## src/rtl/unique_value_serializer_pkg.sv

```systemverilog
// Shared layout for the unique-value serializer and its upstream repetition detector.
// Holds default sizes, repetition-matrix width and data_out field offsets so both
// blocks agree on packing.
package unique_value_serializer_pkg;

  localparam int DEF_GROUP_SIZE     = 4;
  localparam int DEF_DATA_WIDTH     = 8;
  localparam int DEF_LOG_MAX_GROUPS = 16;

  // data_out = {mask, value}; value sits at the bottom.
  localparam int DOUT_VALUE_LSB = 0;

  // Repetition-info width: one bit per (row, column) pair of the group.
  function automatic int rep_width(input int group_size);
    return group_size * group_size;
  endfunction

  // Lane-mask field starts right above the value field.
  function automatic int dout_mask_lsb(input int data_width);
    return DOUT_VALUE_LSB + data_width;
  endfunction

  // Width of a lane index, never narrower than one bit.
  function automatic int idx_width(input int group_size);
    return (group_size > 1) ? $clog2(group_size) : 1;
  endfunction

endpackage

```

## src/rtl/unique_value_serializer_encoder.sv

```systemverilog
// rep_priority_encoder: lowest-set-bit index of a lane vector plus any/exactly-one flags.
// Ports: vec (in), idx (lowest set bit, 0 when vec is empty), any (vec != 0),
//        one (exactly one bit set). Purely combinational.
module rep_priority_encoder #(
  parameter int WIDTH = 4,
  parameter int IDX_W = 2
) (
  input  logic [WIDTH-1:0] vec,
  output logic [IDX_W-1:0] idx,
  output logic             any,
  output logic             one
);

  // Scan from the top down so the lowest set bit is the last one written.
  always_comb begin
    idx = '0;
    for (int i = WIDTH - 1; i >= 0; i--) begin
      if (vec[i]) idx = IDX_W'(i);
    end
  end

  assign any = |vec;
  // Clearing the lowest set bit leaves zero only when a single bit was set.
  assign one = any & ((vec & (vec - WIDTH'(1))) == '0);

endmodule

```

## src/rtl/unique_value_serializer.sv

```systemverilog
// unique_value_serializer: takes one group (values + repetition matrix) per transfer and
// emits one {lane mask, value} beat per distinct value, lowest lane first.
// Ports: clk, rst (async active-low), configure/num_groups (iteration control),
//        data_in/valid_in/avail_out (group input), data_out/last_out/valid_out/avail_in
//        (beat output), done_out, error_out.
// Optional matrix checker enabled by defining UNIQUE_SERIALIZER_CHECK_EN; otherwise
// error_out is tied low.
module unique_value_serializer
  import unique_value_serializer_pkg::*;
#(
  parameter int GROUP_SIZE     = DEF_GROUP_SIZE,
  parameter int DATA_WIDTH     = DEF_DATA_WIDTH,
  parameter int LOG_MAX_GROUPS = DEF_LOG_MAX_GROUPS
) (
  input  logic                                                  clk,
  input  logic                                                  rst,
  input  logic                                                  configure,
  input  logic [LOG_MAX_GROUPS-1:0]                             num_groups,
  input  logic [GROUP_SIZE*DATA_WIDTH+GROUP_SIZE*GROUP_SIZE-1:0] data_in,
  input  logic                                                  valid_in,
  output logic                                                  avail_out,
  output logic [GROUP_SIZE+DATA_WIDTH-1:0]                      data_out,
  output logic                                                  last_out,
  output logic                                                  valid_out,
  input  logic                                                  avail_in,
  output logic                                                  done_out,
  output logic                                                  error_out
);

  localparam int REP_W = rep_width(GROUP_SIZE);
  localparam int VAL_W = GROUP_SIZE * DATA_WIDTH;
  localparam int IDX_W = idx_width(GROUP_SIZE);

  logic [VAL_W+REP_W-1:0]    in_buf;
  logic                      in_buf_v;
  logic [VAL_W-1:0]          work_vals;
  logic [REP_W-1:0]          work_mat;
  logic [GROUP_SIZE-1:0]     pending;
  logic                      work_v;
  logic                      enabled_r;
  logic [LOG_MAX_GROUPS-1:0] groups_left_r;

  logic [GROUP_SIZE-1:0]     row_nz;
  logic [IDX_W-1:0]          enc_idx;
  logic                      pend_any, pend_one;
  logic                      accept, fire, handoff, load;
  logic [GROUP_SIZE-1:0]     cur_row;
  logic [DATA_WIDTH-1:0]     cur_val;

  // A lane is a representative (needs a beat) iff its matrix row is non-zero.
  always_comb begin
    row_nz = '0;
    for (int i = 0; i < GROUP_SIZE; i++) begin
      row_nz[i] = |in_buf[VAL_W + i*GROUP_SIZE +: GROUP_SIZE];
    end
  end

  rep_priority_encoder #(.WIDTH(GROUP_SIZE), .IDX_W(IDX_W)) u_enc (
    .vec (pending),
    .idx (enc_idx),
    .any (pend_any),
    .one (pend_one)
  );

  assign cur_row   = work_mat[int'(enc_idx)*GROUP_SIZE +: GROUP_SIZE];
  assign cur_val   = work_vals[int'(enc_idx)*DATA_WIDTH +: DATA_WIDTH];

  assign avail_out = enabled_r & ~in_buf_v & (groups_left_r != '0);
  assign valid_out = work_v & pend_any;
  assign last_out  = valid_out & pend_one;
  assign done_out  = enabled_r & (groups_left_r == '0) & ~in_buf_v & ~work_v;

  always_comb begin
    data_out = '0;
    if (valid_out) begin
      data_out[DOUT_VALUE_LSB +: DATA_WIDTH]            = cur_val;
      data_out[dout_mask_lsb(DATA_WIDTH) +: GROUP_SIZE] = cur_row;
    end
  end

  assign accept  = valid_in & avail_out;
  assign fire    = valid_out & avail_in;
  assign handoff = fire & last_out;
  // Work is free when empty, when holding an empty (all-zero) group, or when its
  // last beat leaves this cycle; an empty group is thus dropped without a beat.
  assign load    = in_buf_v & (~work_v | ~pend_any | handoff);

  always_ff @(posedge clk or negedge rst) begin
    if (!rst) begin
      in_buf        <= '0;
      in_buf_v      <= 1'b0;
      work_vals     <= '0;
      work_mat      <= '0;
      pending       <= '0;
      work_v        <= 1'b0;
      enabled_r     <= 1'b0;
      groups_left_r <= '0;
    end else if (configure) begin
      groups_left_r <= num_groups;
      enabled_r     <= 1'b1;
      in_buf_v      <= 1'b0;
      work_v        <= 1'b0;
      pending       <= '0;
    end else begin
      if (done_out) enabled_r <= 1'b0;

      // accept needs in_buf empty and load needs it full, so they never collide.
      if (accept) begin
        in_buf        <= data_in;
        in_buf_v      <= 1'b1;
        groups_left_r <= groups_left_r - LOG_MAX_GROUPS'(1);
      end else if (load) begin
        in_buf_v <= 1'b0;
      end

      if (load) begin
        work_vals <= in_buf[VAL_W-1:0];
        work_mat  <= in_buf[VAL_W +: REP_W];
        pending   <= row_nz;
        work_v    <= 1'b1;
      end else if (work_v && !pend_any) begin
        work_v <= 1'b0;
      end else if (fire) begin
        pending[enc_idx] <= 1'b0;
        if (pend_one) work_v <= 1'b0;
      end
    end
  end

`ifdef UNIQUE_SERIALIZER_CHECK_EN
  logic error_r;

  // A well-formed matrix is upper-triangular, each column has exactly one 1
  // (each lane belongs to exactly one representative) and lane 0 is always one.
  function automatic logic mat_fault(input logic [REP_W-1:0] m);
    logic f;
    int   cnt;
    f = 1'b0;
    for (int i = 0; i < GROUP_SIZE; i++) begin
      for (int j = 0; j < i; j++) begin
        if (m[i*GROUP_SIZE + j]) f = 1'b1;
      end
    end
    for (int j = 0; j < GROUP_SIZE; j++) begin
      cnt = 0;
      for (int i = 0; i < GROUP_SIZE; i++) cnt += int'(m[i*GROUP_SIZE + j]);
      if (cnt != 1) f = 1'b1;
    end
    if (m[GROUP_SIZE-1:0] == '0) f = 1'b1;
    return f;
  endfunction

  always_ff @(posedge clk or negedge rst) begin
    if (!rst)                                         error_r <= 1'b0;
    else if (configure)                               error_r <= 1'b0;
    else if (load && mat_fault(in_buf[VAL_W +: REP_W])) error_r <= 1'b1;
  end

  assign error_out = error_r;
`else
  assign error_out = 1'b0;
`endif

endmodule
```

## config.mk

```make
export PLATFORM = sky130hd
export DESIGN_NAME = unique_value_serializer
export DESIGN_NICKNAME = d
export VERILOG_FILES = /design/src/rtl/unique_value_serializer_pkg.sv /design/src/rtl/unique_value_serializer_encoder.sv /design/src/rtl/unique_value_serializer.sv
export SDC_FILE = /design/constraint.sdc
export NUM_CORES = 1
export LEC_CHECK = 0
export BUFFER_PORTS_ARGS = -buffer_cell sky130_fd_sc_hd__buf_2
export CAP_MARGIN = 10
export CORE_AREA = 4 4 123 125
export DETAILED_ROUTE_END_ITERATION = 16
export DIE_AREA = 0 0 127 129
export PLACE_DENSITY = 0.71
export SKIP_CTS_REPAIR_TIMING = 1
export SLEW_MARGIN = 20
export SYNTH_ARGS = -nofsm -noshare
export SYNTH_HDL_FRONTEND = slang
export SYNTH_HIERARCHICAL = 1
export SYNTH_SLANG_ARGS = --single-unit
export TNS_END_PERCENT = 10
```

## constraint.sdc

```tcl
create_clock -name clk -period 4.6 [get_ports clk]
set_input_delay 0.23 -clock clk [delete_from_list [all_inputs] [get_ports clk]]
set_output_delay 0.23 -clock clk [all_outputs]
set_load 0.005 [all_outputs]
```

[Yosys cells after proc, flatten, opt, wreduce, memory -nomap -nowiden]
Index checks and enable logic that the tools add are counted.
Storage, ports and cells
  register bits: 119
  bits of input ports: 69
  output and inout bits: 17
  logic and storage cells: 80
Cells by class
  add/subtract/negate cells: 2
  order comparisons: 2
  equal/unequal tests: 1
  shift-type cells: 2
  mux-type cells: 23
  bitwise operators: 21
  reductions and logical operators: 21
Operator list (number)
  two-way mux 16 bit: 2
  indexed part select 32 x 6 -> 8 bit: 1
  OR reduction 4 bit: 5
  zero test 16 bit: 1
  two-way mux 4 bit: 4
  nonzero test 16 bit: 1
  indexed part select 16 x 5 -> 4 bit: 1
  subtractor 16 x 1 -> 16 bit, second input constant: 1
  bitwise AND 1 bit: 12
  two-way mux 12 bit: 1
  two-way mux 1 bit: 11
  bitwise AND 4 bit: 2
  two-way mux 2 bit: 4
  AND reduction 2 bit: 4
  nonzero test 4 bit: 2
  nonzero test 3 bit: 2
  zero test 4 bit: 1
  inverter 1 bit: 4
  inverter 4 bit: 1
  nonzero test 2 bit: 2
  subtractor 4 x 1 -> 4 bit, second input constant: 1
  < comparator 2 x 3 -> 1 bit, second input constant: 1
  inequality test 3 bit, second input constant: 1
  demux 1 bit (select 2 bit): 1
  other kinds (4): 6

[Depth between registers and ports, before layout]
Gate-level depths: netlist of the first run.
  depth after elaboration: 14
  mapped depth: 10
  gate-level depth less buffers: 7

[Modules after synthesis]
The synthesis of the first run kept the hierarchy.
By module, submodules not included
  unique_value_serializer: times used 1, cells an instance 382, area each 5477.8 µm², seq. area each 2977.9 µm²
  rep_priority_encoder: times used 1, cells an instance 11, area each 65.1 µm², seq. area each 0.0 µm²

[Worst setup path after synthesis of the first run]
Ideal clock, no wire load.
  kind: reg-to-output
  start point: register pending[2]
  end point: output data_out[10]
  data arrival time: 1980 ps
  data required time: 4370 ps
  path slack: 2390 ps
  cell stages (with the launch flop): 7
  path buffers: 2
  cells stage by stage: dfrtp_1 -> nand2b_1 -> a21oi_1 -> clkbuf_1 -> buf_2 -> mux4_2 -> and2_1
On the way
  word-level cells in the longest chain between the ends: 5
  elaborated cells between the ends (all ways): 7
  classes of those cells: shift: 1; mux: 4; bitwise: 1; reduce/logical: 1
Ends and longest elaborated chain
  start: declaration: RTL line unique_value_serializer.sv:38  | logic [GROUP_SIZE-1:0] pending;
  start signal: assignment: RTL line unique_value_serializer.sv:119  | pending <= row_nz;
  two-way mux 2 bit (3 in series): RTL line unique_value_serializer_encoder.sv:18  | if (vec[i]) idx = IDX_W'(i);
  net enc_idx[0]: RTL line unique_value_serializer.sv:44  | logic [IDX_W-1:0] enc_idx;
  indexed part select 16 x 5 -> 4 bit: RTL line unique_value_serializer.sv:65  | assign cur_row = work_mat[int'(enc_idx)*GROUP_SIZE +: GROUP_SIZE];
  two-way mux 12 bit: RTL line unique_value_serializer.sv:75  | if (valid_out) begin
  end: declaration: RTL line unique_value_serializer.sv:22  | output logic [GROUP_SIZE+DATA_WIDTH-1:0] data_out,
The timed path passes the listed nets, and every way through them passes these cells.

[Final worst setup path of the first run]
  start point: register pending[2]
  end point: register work_vals[18]
On the way
  elaborated cells between the ends (all ways): 14
  classes of those cells: add/sub: 1; bitwise: 10; reduce/logical: 3
RTL lines
  OR reduction 4 bit *: RTL line unique_value_serializer_encoder.sv:22  | assign any = |vec;
  net pend_any: RTL line unique_value_serializer.sv:45  | logic pend_any, pend_one;
  bitwise AND 1 bit (on tied branches): RTL line unique_value_serializer.sv:69, unique_value_serializer_encoder.sv:24
  bitwise AND 1 bit (on tied branches): RTL line unique_value_serializer.sv:82, unique_value_serializer.sv:70
  bitwise AND 1 bit: RTL line unique_value_serializer.sv:83  | assign handoff = fire & last_out;
  OR 1 bit *: RTL line unique_value_serializer.sv:86  | assign load = in_buf_v & (~work_v | ~pend_any | handoff);
  bitwise AND 1 bit *: RTL line unique_value_serializer.sv:86
  AND reduction 2 bit (no line) *
  end signal: assignment: RTL line unique_value_serializer.sv:117  | work_vals <= in_buf[VAL_W-1:0];
  end: declaration: RTL line unique_value_serializer.sv:36  | logic [VAL_W-1:0] work_vals;
The timed path passes the listed nets; every way through them passes the cells marked *.
A chain may end at the register's enable or synchronous reset.

==> impl_summary.txt, run 1 <==
----------------------------------------------------
[STA]
  Final clock period utilization by the worst path ... 0.6253
  Final setup skew ... 0.007443 ns
  Fmax ... 0.3477 GHz
  Worst-Margin Slew ... 0.7742 ns
  Post-layout min period ... 2.876 ns
  Remaining max-slew budget at the tightest pin ... 0.4839
  Final count of pins violating max slew ... 0
  Final Hold Vio Count ... 0
  RSZ-0062 raised after global routing ... false
  Final total negative setup slack ... 0 ns
  Final setup viols ... 0

[Job]
  Count of max-cap constraint violations ... 0

[Route]
  Average detailed-routed wire length per instance ... 16.70 microns
  Total length of routed wires ... 11190 microns
  Initial drt markers ... 162
  Drt first pass iters ... 4
  Via density per instance ... 5.055
  Remaining design rule violation count ... 0
  Total via count in the routed design ... 3387
  Antenna-violating nets left ... 0

[Synth]
  Top_reg_cell synth ... sky130_fd_sc_hd__dfrtp_1
  Mean instance size in the synthesized netlist ... 14.10 sq um
  Number of library cell types mapped by synthesis ... 49
  Yosys Warn Count ... 6
  Sequential cell area fraction in the yosys report ... 0.5372
  Total standard cell area after synthesis ... 5543 sq um
  FF+latch count, synth ... 119
  Syn_nets ... 463
  Top cells by area in the synthesized netlist ... sky130_fd_sc_hd__dfrtp_1 (54%), sky130_fd_sc_hd__mux2_2 (17%), sky130_fd_sc_hd__mux2_4 (5.4%), sky130_fd_sc_hd__mux4_2 (4.9%), sky130_fd_sc_hd__and2_1 (1.4%)
  Syn Inst Count ... 393
  Most area-hungry cell type in the Yosys netlist ... sky130_fd_sc_hd__dfrtp_1
  Number of flops mapped to enable cells by yosys ... 0
  FFs w/ async S/R, synth ... 1.000
  Area share of the largest cell type after synthesis ... 0.5372

[Critical path]
  Startpoint kind of the worst setup timing path ... register
  Count of cells along the worst register-to-register path ... 8
  Launching point of the worst reg2reg path ... pending[2]
  Worst Path Buf+Inv ... 1
  Worst setup path endpoint ... work_vals[18]
  Maximum net fanout on the critical path ... 31
  Cell Chain, Critical Path ... nor2_1 > nand2_1 > and2_4 > a21boi_2 > nand2b_1 > nor2_4 > buf_4 > mux2_2
  Arrival @ worst endpoint ... 3.16 ns
  Slack of the worst reg-to-reg path ... 1.72 ns
  Worst r2r dst ... work_vals[18]
  Critical path capture point type ... register
  Slowest cell on the critical path ... sky130_fd_sc_hd__nor2_4
  Worst path depth ... 8
  Required arrival time at the worst endpoint ... 4.88 ns
  Maximum cell stage delay along the critical path ... 0.48 ns
  Setup CP Type ... reg2reg
  Startpoint of the worst setup timing path ... pending[2]
  Largest delay contributor family on the critical path ... simple AND/OR/NAND/NOR gates

[Worst hold path]
  Classification of the worst-slack hold path ... in2reg

[Placement]
  Dpl hpwl ... 7619 microns
  DP Cell Count ... 638
  Number of buffers inserted by port buffering ... 84
  Placer's final routability congestion estimate ... 0.7927

[GRT]
  Initial antenna violation count ... 0
  GRT Total Usage ... 0.1454
  Global-route wire length before repair ... 18490 microns
  Remaining global-route overflow ... 0
  Vias in the first global route ... 3600
  Largest net degree at the start of global routing ... 81

[Clocking]
  Clock transition at the registers of the reported paths ... 0.06 ns
  H-tree depth ... 4
  Skew-Pair Late Insertion Delay ... 0.40 ns
  Clock tree root driver cell ... sky130_fd_sc_hd__clkbuf_16
  TritonCTS clock tree ... yes
  Longest Clk Path Bufs ... 2
  Number of buffers created by CTS ... 17
  Clk sinks ... 119

[Status]
  Status ... completed

[Power]
  LEAKAGE ... 0.002995 uW
  PD cells ... 499.3 nW/um^2
  Peak supply drop ... 0.2891 mV

[Final layout]
  Relative area change from synthesis to final layout ... 20.11%
  Fill cells ... 1249
  Number of standard cells in the final layout excluding fillers ... 670
  Fraction of final layout cells with drive strength greater than 1 ... 0.4939
  # diodes ... 0
  Final layout net count ... 548

[Die]
  Overall die area ... 16380 sq um
  Overall die width ... 127 microns
  IO Pins ... 86
  Floorplan die height ... 129 microns
  Rows ... 43
  Area inside the core boundary ... 13880 sq um
  Initial Utilization ... 0.3993

----------------------------------------------------
[synth_stat cells, drive strengths merged, types with 2 or more instances]
| master | count |
|---|---|
| a211oi | 4 |
| a21oi | 12 |
| and2 | 13 |
| and3 | 2 |
| buf | 15 |
| clkbuf | 8 |
| dfrtp | 119 |
| inv | 4 |
| mux2 | 104 |
| mux4 | 12 |
| nand2 | 15 |
| nand2b | 4 |
| nand3 | 3 |
| nand4 | 4 |
| nor2 | 14 |
| nor3 | 7 |
| nor4 | 4 |
| o21ai | 11 |
| o31ai | 2 |
| or4 | 5 |
| xnor2 | 7 |
| xor2 | 7 |
[final cells by class]
class	count	area [sq um]	area share
clock inverters	8	148.9	0.02236
inverters	4	15.01	0.002255
flip-flops and latches	119	2978	0.4473
multi-input cells	247	2376	0.3569
repair buffers	89	466.7	0.07010
clock buffers	23	447.9	0.06728
well taps	180	225.2	0.03383
[per-stage QoR]
step / utilization / setup slack [ns] / total power [uW] / area, sq um / hold WS, ns
finish: 0.4796 / 1.724 / 3324 / 6658 / 0.04285
CTS: 0.4786 / 1.717 / 3367 / 6644 / 0.02602
global placement: 0.4356 / 1.855 / 1960 / 6047 / 0.4404
detailed placement: 0.4356 / 1.740 / 2001 / 6047 / 0.4471
floorplan: - / 2.390 / 1831 / 5543 / -0.06559
global route: 0.4796 / 1.511 / 3482 / 6658 / 0.03804
[metal layers]
layer	part of all wire	GRT usage
met1	0.45	0.1841
met2	0.51	0.2419
met3	0.041	0.04193
met4	0.0047	0.04732
met5	0	0
[sequential cells by signal, summed over array words and instances (netlist names)]
| signal | flops |
|---|---|
| in_buf | 48 |
| work_vals | 32 |
| groups_left_r | 16 |
| work_mat | 16 |
| pending | 4 |
| enabled_r | 1 |
| in_buf_v | 1 |
| work_v | 1 |
[where the power goes]
group | switching (uW) | internal [uW]
Clock | 441 | 903
Combinational | 178 | 342
Sequential | 163 | 1300
[worst reg2reg max path: stages (launching register included)]
cell                       delay, ns
sky130_fd_sc_hd__dfrtp_1        0.42
sky130_fd_sc_hd__nor2_1         0.22
sky130_fd_sc_hd__nand2_1        0.09
sky130_fd_sc_hd__and2_4         0.20
sky130_fd_sc_hd__a21boi_2       0.18
sky130_fd_sc_hd__nand2b_1       0.30
sky130_fd_sc_hd__nor2_4         0.48
sky130_fd_sc_hd__buf_4          0.47
sky130_fd_sc_hd__mux2_2         0.41
[kinds of logic after synthesis]
| group | count (synthesis) | synth area share |
|---|---|---|
| buf+inv | 27 | 0.03657 |
| mux | 117 | 0.2754 |
| flops | 119 | 0.5372 |
| other cells | 1 | 0.0006766 |
| xor+xnor | 14 | 0.02212 |
| fa+ha+maj | 1 | 0.002257 |
| simple gates | 80 | 0.08804 |
| compound gates | 34 | 0.03770 |
[worst min path at each step]
| stage | from | end | slack (ns) | cells past startpoint |
|---|---|---|---|---|
| CTS | rst | in_buf[1] | 0.03 | 1 |
| global placement | num_groups[2] | groups_left_r[2] | 0.44 | 3 |
| global route | data_in[45] | in_buf[45] | 0.04 | 2 |
| finish | num_groups[15] | groups_left_r[15] | 0.04 | 3 |
| floorplan | rst | enabled_r | -0.07 | 0 |
| detailed placement | num_groups[0] | groups_left_r[0] | 0.45 | 3 |
[cell usage in the layout (no fill, tap or decap), types with 5 or more instances in the layout]
cell type / count
sky130_fd_sc_hd__a21oi_1: 11
sky130_fd_sc_hd__and2_1: 12
sky130_fd_sc_hd__buf_2: 83
sky130_fd_sc_hd__clkbuf_1: 6
sky130_fd_sc_hd__clkbuf_16: 17
sky130_fd_sc_hd__dfrtp_1: 119
sky130_fd_sc_hd__mux2_2: 84
sky130_fd_sc_hd__mux2_4: 20
sky130_fd_sc_hd__mux4_2: 12
sky130_fd_sc_hd__nand2_1: 13
sky130_fd_sc_hd__nor2_1: 12
sky130_fd_sc_hd__nor3_1: 5
sky130_fd_sc_hd__o21ai_0: 11
sky130_fd_sc_hd__xnor2_1: 7
sky130_fd_sc_hd__xor2_1: 7
Note: power is estimated with default switching activity, not from simulation.
==> inputs of run 2 (changes only) <==
--- a/config.mk
+++ b/config.mk
@@ -5,6 +5,7 @@
 export SDC_FILE = /design/constraint.sdc
 export NUM_CORES = 1
 export LEC_CHECK = 0
+export ABC_AREA = 1
 export BUFFER_PORTS_ARGS = -buffer_cell sky130_fd_sc_hd__buf_2
 export CAP_MARGIN = 10
 export CORE_AREA = 4 4 123 125
==> constraint.sdc (replaced) <==
create_clock -name clk -period 2.95 [get_ports clk]
set_input_delay 0.1475 -clock clk [delete_from_list [all_inputs] [get_ports clk]]
set_output_delay 0.1475 -clock clk [all_outputs]
set_load 0.005 [all_outputs]
==> run 2 against run 1 <==
Effect of this change:
- synthesized cell count is 68% higher
- the flow now finishes with violations (hold timing)
- clock-buffer cell count is 3 lower
- hold slack worse by 0.067 ns
- first-iteration DRC count is 73% higher
- sequential power is 46% higher
- global-route usage is 1.0 points higher
- largest cell class unchanged
- critical path depth stayed put
- worst setup slack worse by 1.2 ns
- largest power group is now the clock network
- area after synthesis is 0.63% lower
==> impl_summary.txt, run 2 <==
----------------------------------------------------
[Clocking]
  Number of buffers created by CTS ... 17 (unchanged)
  Skew-Pair Late Insertion Delay ... 0.42 ns (+0.02 ns)
  Longest Clk Path Bufs ... 2 (unchanged)
  TritonCTS clock tree ... yes
  Clock tree root driver cell ... sky130_fd_sc_hd__clkbuf_16
  Clock transition at the registers of the reported paths ... 0.06 ns (about the same)
  H-tree depth ... 4 (unchanged)
  Clk sinks ... 119 (unchanged)

[STA]
  Fmax ... 0.4173 GHz
  Final count of pins violating max slew ... 0 (unchanged)
  Worst Hold Margin ... -0.02446 ns (-0.06731 ns)
  RSZ-0062 raised after global routing ... false
  Slack of the critical path ... 0.5537 ns (-1.170 ns)
  Final setup viols ... 0 (unchanged)
  Worst-Margin Slew ... 0.6818 ns (-0.09237 ns)
  Final setup skew ... 0.008507 ns (+0.001063 ns)
  Final total negative setup slack ... 0 ns (unchanged)
  Remaining max-slew budget at the tightest pin ... 0.5455 (+0.06158)
  Final Hold Vio Count ... 7 (+7)
  Final clock period utilization by the worst path ... 0.8123
  Post-layout min period ... 2.396 ns

[Synth]
  Number of library cell types mapped by synthesis ... 28 (-43%)
  Syn_nets ... 730 (+58%)
  FFs w/ async S/R, synth ... 1.000 (unchanged)
  Top cells by area in the synthesized netlist ... sky130_fd_sc_hd__dfrtp_1 (54%), sky130_fd_sc_hd__nand2_1 (13%), sky130_fd_sc_hd__o21ai_0 (7.7%), sky130_fd_sc_hd__inv_1 (5.0%), sky130_fd_sc_hd__o21ai_1 (3.4%)
  Sequential cell area fraction in the yosys report ... 0.5407 (+0.003417)
  Most frequently used cell type in the post-synthesis netlist ... sky130_fd_sc_hd__nand2_1
  Total standard cell area after synthesis ... 5508 sq um (-0.63%)
  Yosys Warn Count ... 6 (unchanged)
  Synth top cells by count ... sky130_fd_sc_hd__nand2_1 (190), sky130_fd_sc_hd__dfrtp_1 (119), sky130_fd_sc_hd__o21ai_0 (85), sky130_fd_sc_hd__inv_1 (74), sky130_fd_sc_hd__o21ai_1 (37)
  Most area-hungry cell type in the Yosys netlist ... sky130_fd_sc_hd__dfrtp_1
  FF+latch count, synth ... 119 (unchanged)
  Number of flops mapped to enable cells by yosys ... 0 (unchanged)
  Top_reg_cell synth ... sky130_fd_sc_hd__dfrtp_1
  Syn Inst Count ... 660 (+68%)
  Mean instance size in the synthesized netlist ... 8.345 sq um (-41%)
  Area share of the largest cell type after synthesis ... 0.5407 (+0.003417)

[Route]
  Antenna-violating nets left ... 0 (unchanged)
  Via density per instance ... 4.801 (-5.0%)
  Remaining design rule violation count ... 0 (unchanged)
  Average detailed-routed wire length per instance ... 13.17 microns (-21%)
  Initial drt markers ... 281 (+73%)
  Drt first pass iters ... 5 (+1)
  Total via count in the routed design ... 4729 (+40%)
  Total length of routed wires ... 12970 microns (+16%)

[Final layout]
  # diodes ... 0 (unchanged)
  Most frequent cells in the layout ... sky130_fd_sc_hd__nand2_1 (190), sky130_fd_sc_hd__dfrtp_1 (119), sky130_fd_sc_hd__o21ai_0 (85), sky130_fd_sc_hd__buf_2 (83), sky130_fd_sc_hd__inv_1 (74)
  Most common library cell in the layout ignoring fill and taps ... sky130_fd_sc_hd__nand2_1
  Registers with the highest flip-flop counts ... in_buf (48), work_vals (32)
  Number of flip-flops under the largest register name ... 48 (unchanged)
  Reg with most FFs ... in_buf
  Final layout net count ... 862 (+57%)
  Fraction of final layout cells with drive strength greater than 1 ... 0.1752 (-0.3187)
  Area of all placed cells without fillers ... 7198 sq um (+8.1%)
  Fraction of the core area covered by cells at the end of the flow ... 0.5186 (+0.03894)
  Relative area change from synthesis to final layout ... 30.69%

[Power]
  PD cells ... 713.0 nW/um^2 (+43%)
  Internal Pwr Total ... 3688 uW (+45%)
  Reg power frac ... 0.414 (-0.025)
  Combinational fraction of design power ... 0.168 (+0.012)
  Proportion of power drawn by the clock network ... 0.418 (+0.014)
  Switching share of total power ... 0.2814 (+0.04619)
  Peak supply drop ... 0.4899 mV (+69%)
  LEAKAGE ... 0.003520 uW (+18%)
  Power spent charging and discharging nets ... 1444 uW (+85%)

[Die]
  Initial Utilization ... 0.3968 (-0.002524)
  Floorplan die height ... 129 microns (unchanged)
  Area inside the core boundary ... 13880 sq um (unchanged)
  Rows ... 43 (unchanged)
  Overall die width ... 127 microns (unchanged)
  IO Pins ... 86 (unchanged)
  Overall die area ... 16380 sq um (unchanged)

[Critical path]
  Arrival @ worst endpoint ... 2.25 ns (-0.91 ns)
  Worst Path Buf+Inv ... 3 (+2)
  Slack of the worst reg-to-reg path ... 1.04 ns (-0.68 ns)
  Setup CP Type ... reg2out
  Required arrival time at the worst endpoint ... 2.80 ns (-2.08 ns)
  Largest delay contributor family on the critical path ... compound AO/OA/AOI/OAI gates
  Maximum net fanout on the critical path ... 12 (-61%)
  Slowest cell on the critical path ... sky130_fd_sc_hd__dfrtp_1
  Cell Chain, Critical Path ... inv_1 > nand2_1 > a21oi_1 > nand2_1 > inv_1 > a22oi_1 > a21oi_1 > buf_2
  Startpoint kind of the worst setup timing path ... register
  Critical path capture point type ... primary output
  Maximum cell stage delay along the critical path ... 0.41 ns (-0.07 ns)

[Placement]
  Placer's final routability congestion estimate ... 0.8078 (+1.9%)
  Pre-CTS worst setup slack ... 1.019 ns (-0.7207 ns)
  Dpl hpwl ... 8505 microns (+12%)
  Total cell area at the placement stage ... 6056 sq um (+0.14%)
  Number of buffers inserted by port buffering ... 84 (unchanged)

[GRT]
  GRT Total Usage ... 0.1557 (+0.01032)
  Global-route wire length before repair ... 20290 microns (+9.7%)
  Initial antenna violation count ... 0 (unchanged)
  Remaining global-route overflow ... 0 (unchanged)
  Largest net degree at the start of global routing ... 97 (+20%)
  Vias in the first global route ... 4258 (+18%)

[Status]
  Violations in the final reports ... hold timing
  Status ... finished, violations left

[Job]
  Count of max-cap constraint violations ... 0 (unchanged)

[Worst hold path]
  Classification of the worst-slack hold path ... in2reg

----------------------------------------------------
## run 2: changes by cell type in the layout (fill, tap and decap cells not counted), moves of 6 or more
cell / previous run / this run
sky130_fd_sc_hd__a21oi_1: 11 / 17
sky130_fd_sc_hd__a22oi_1: 0 / 24
sky130_fd_sc_hd__and2_1: 12 / 0
sky130_fd_sc_hd__dlygate4sd3_1: 1 / 52
sky130_fd_sc_hd__inv_1: 4 / 74
sky130_fd_sc_hd__mux2_2: 84 / 0
sky130_fd_sc_hd__mux2_4: 20 / 0
sky130_fd_sc_hd__mux4_2: 12 / 0
sky130_fd_sc_hd__nand2_1: 13 / 190
sky130_fd_sc_hd__nand3_1: 3 / 29
sky130_fd_sc_hd__nor2_1: 12 / 20
sky130_fd_sc_hd__o21ai_0: 11 / 85
sky130_fd_sc_hd__o21ai_1: 0 / 37
sky130_fd_sc_hd__xnor2_1: 7 / 1
## run 2: kinds of logic after synthesis
family,Yosys count,share of synthesized area
compound gates,163,0.1590
xor+xnor,3,0.004771
fa+ha+maj,1,0.002271
buf+inv,111,0.09178
flops,119,0.5407
other cells,1,0.0006809
simple gates,262,0.2008
## run 2: power by group through the flow
| stage | clock network (uW) | registers, uW | logic, uW |
|---|---|---|---|
| final | 2150 | 2130 | 861 |
| after CTS | 2180 | 2120 | 817 |
| after global routing | 2250 | 2160 | 1000 |
| after floorplan | 0 | 2100 | 582 |
| after detailed placement | 0 | 2150 | 812 |
| after global placement | 0 | 2140 | 790 |
## run 2: layer usage
layer,GRT usage,share of wire,vias up
li1,-,-,2407
met1,0.2132,0.46,2184
met4,0.05615,0.015,0
met3,0.04525,0.058,16
met5,0,0,-
met2,0.2369,0.46,122
## run 2: path summary, 6_finish.rpt
check,startpoint,to,cells after the start
max in group asynchronous,rst,in_buf[39],3
worst min register to register,work_mat[8],work_mat[8],2
worst max-delay path,pending[2],data_out[0],8
min in group asynchronous,rst,in_buf[22],2
worst max register to register,pending[0],work_vals[30],11
worst min-delay path,data_in[45],in_buf[45],3
## run 2: layout make-up
type / count / area [sq um]
Clock buffer: 20 / 456.7
Clock inverter: 12 / 165.2
Fill cell: 1296 / 6683
Inverter: 78 / 292.8
Multi-Input combinational cell: 430 / 2024
Sequential cell: 119 / 2978
Tap cell: 180 / 225.2
Timing Repair Buffer: 146 / 1056
## run 2: metrics by stage
step	power, uW	instances
global route	5414	985
detailed placement	2958	901
floorplan	2680	660
global placement	2932	901
finish	5132	985
CTS	5116	933
## run 2: worst reg2reg max path, cell delays in order (launching register included)
cell                      delay, ns
sky130_fd_sc_hd__dfrtp_1       0.45
sky130_fd_sc_hd__nor2_2        0.15
sky130_fd_sc_hd__nand2_1       0.08
sky130_fd_sc_hd__a21oi_1       0.18
sky130_fd_sc_hd__nand2_1       0.10
sky130_fd_sc_hd__nand2_1       0.10
sky130_fd_sc_hd__nand2_2       0.14
sky130_fd_sc_hd__inv_2         0.11
sky130_fd_sc_hd__nand2_2       0.06
sky130_fd_sc_hd__buf_12        0.21
sky130_fd_sc_hd__nand2_1       0.13
sky130_fd_sc_hd__o21ai_0       0.08
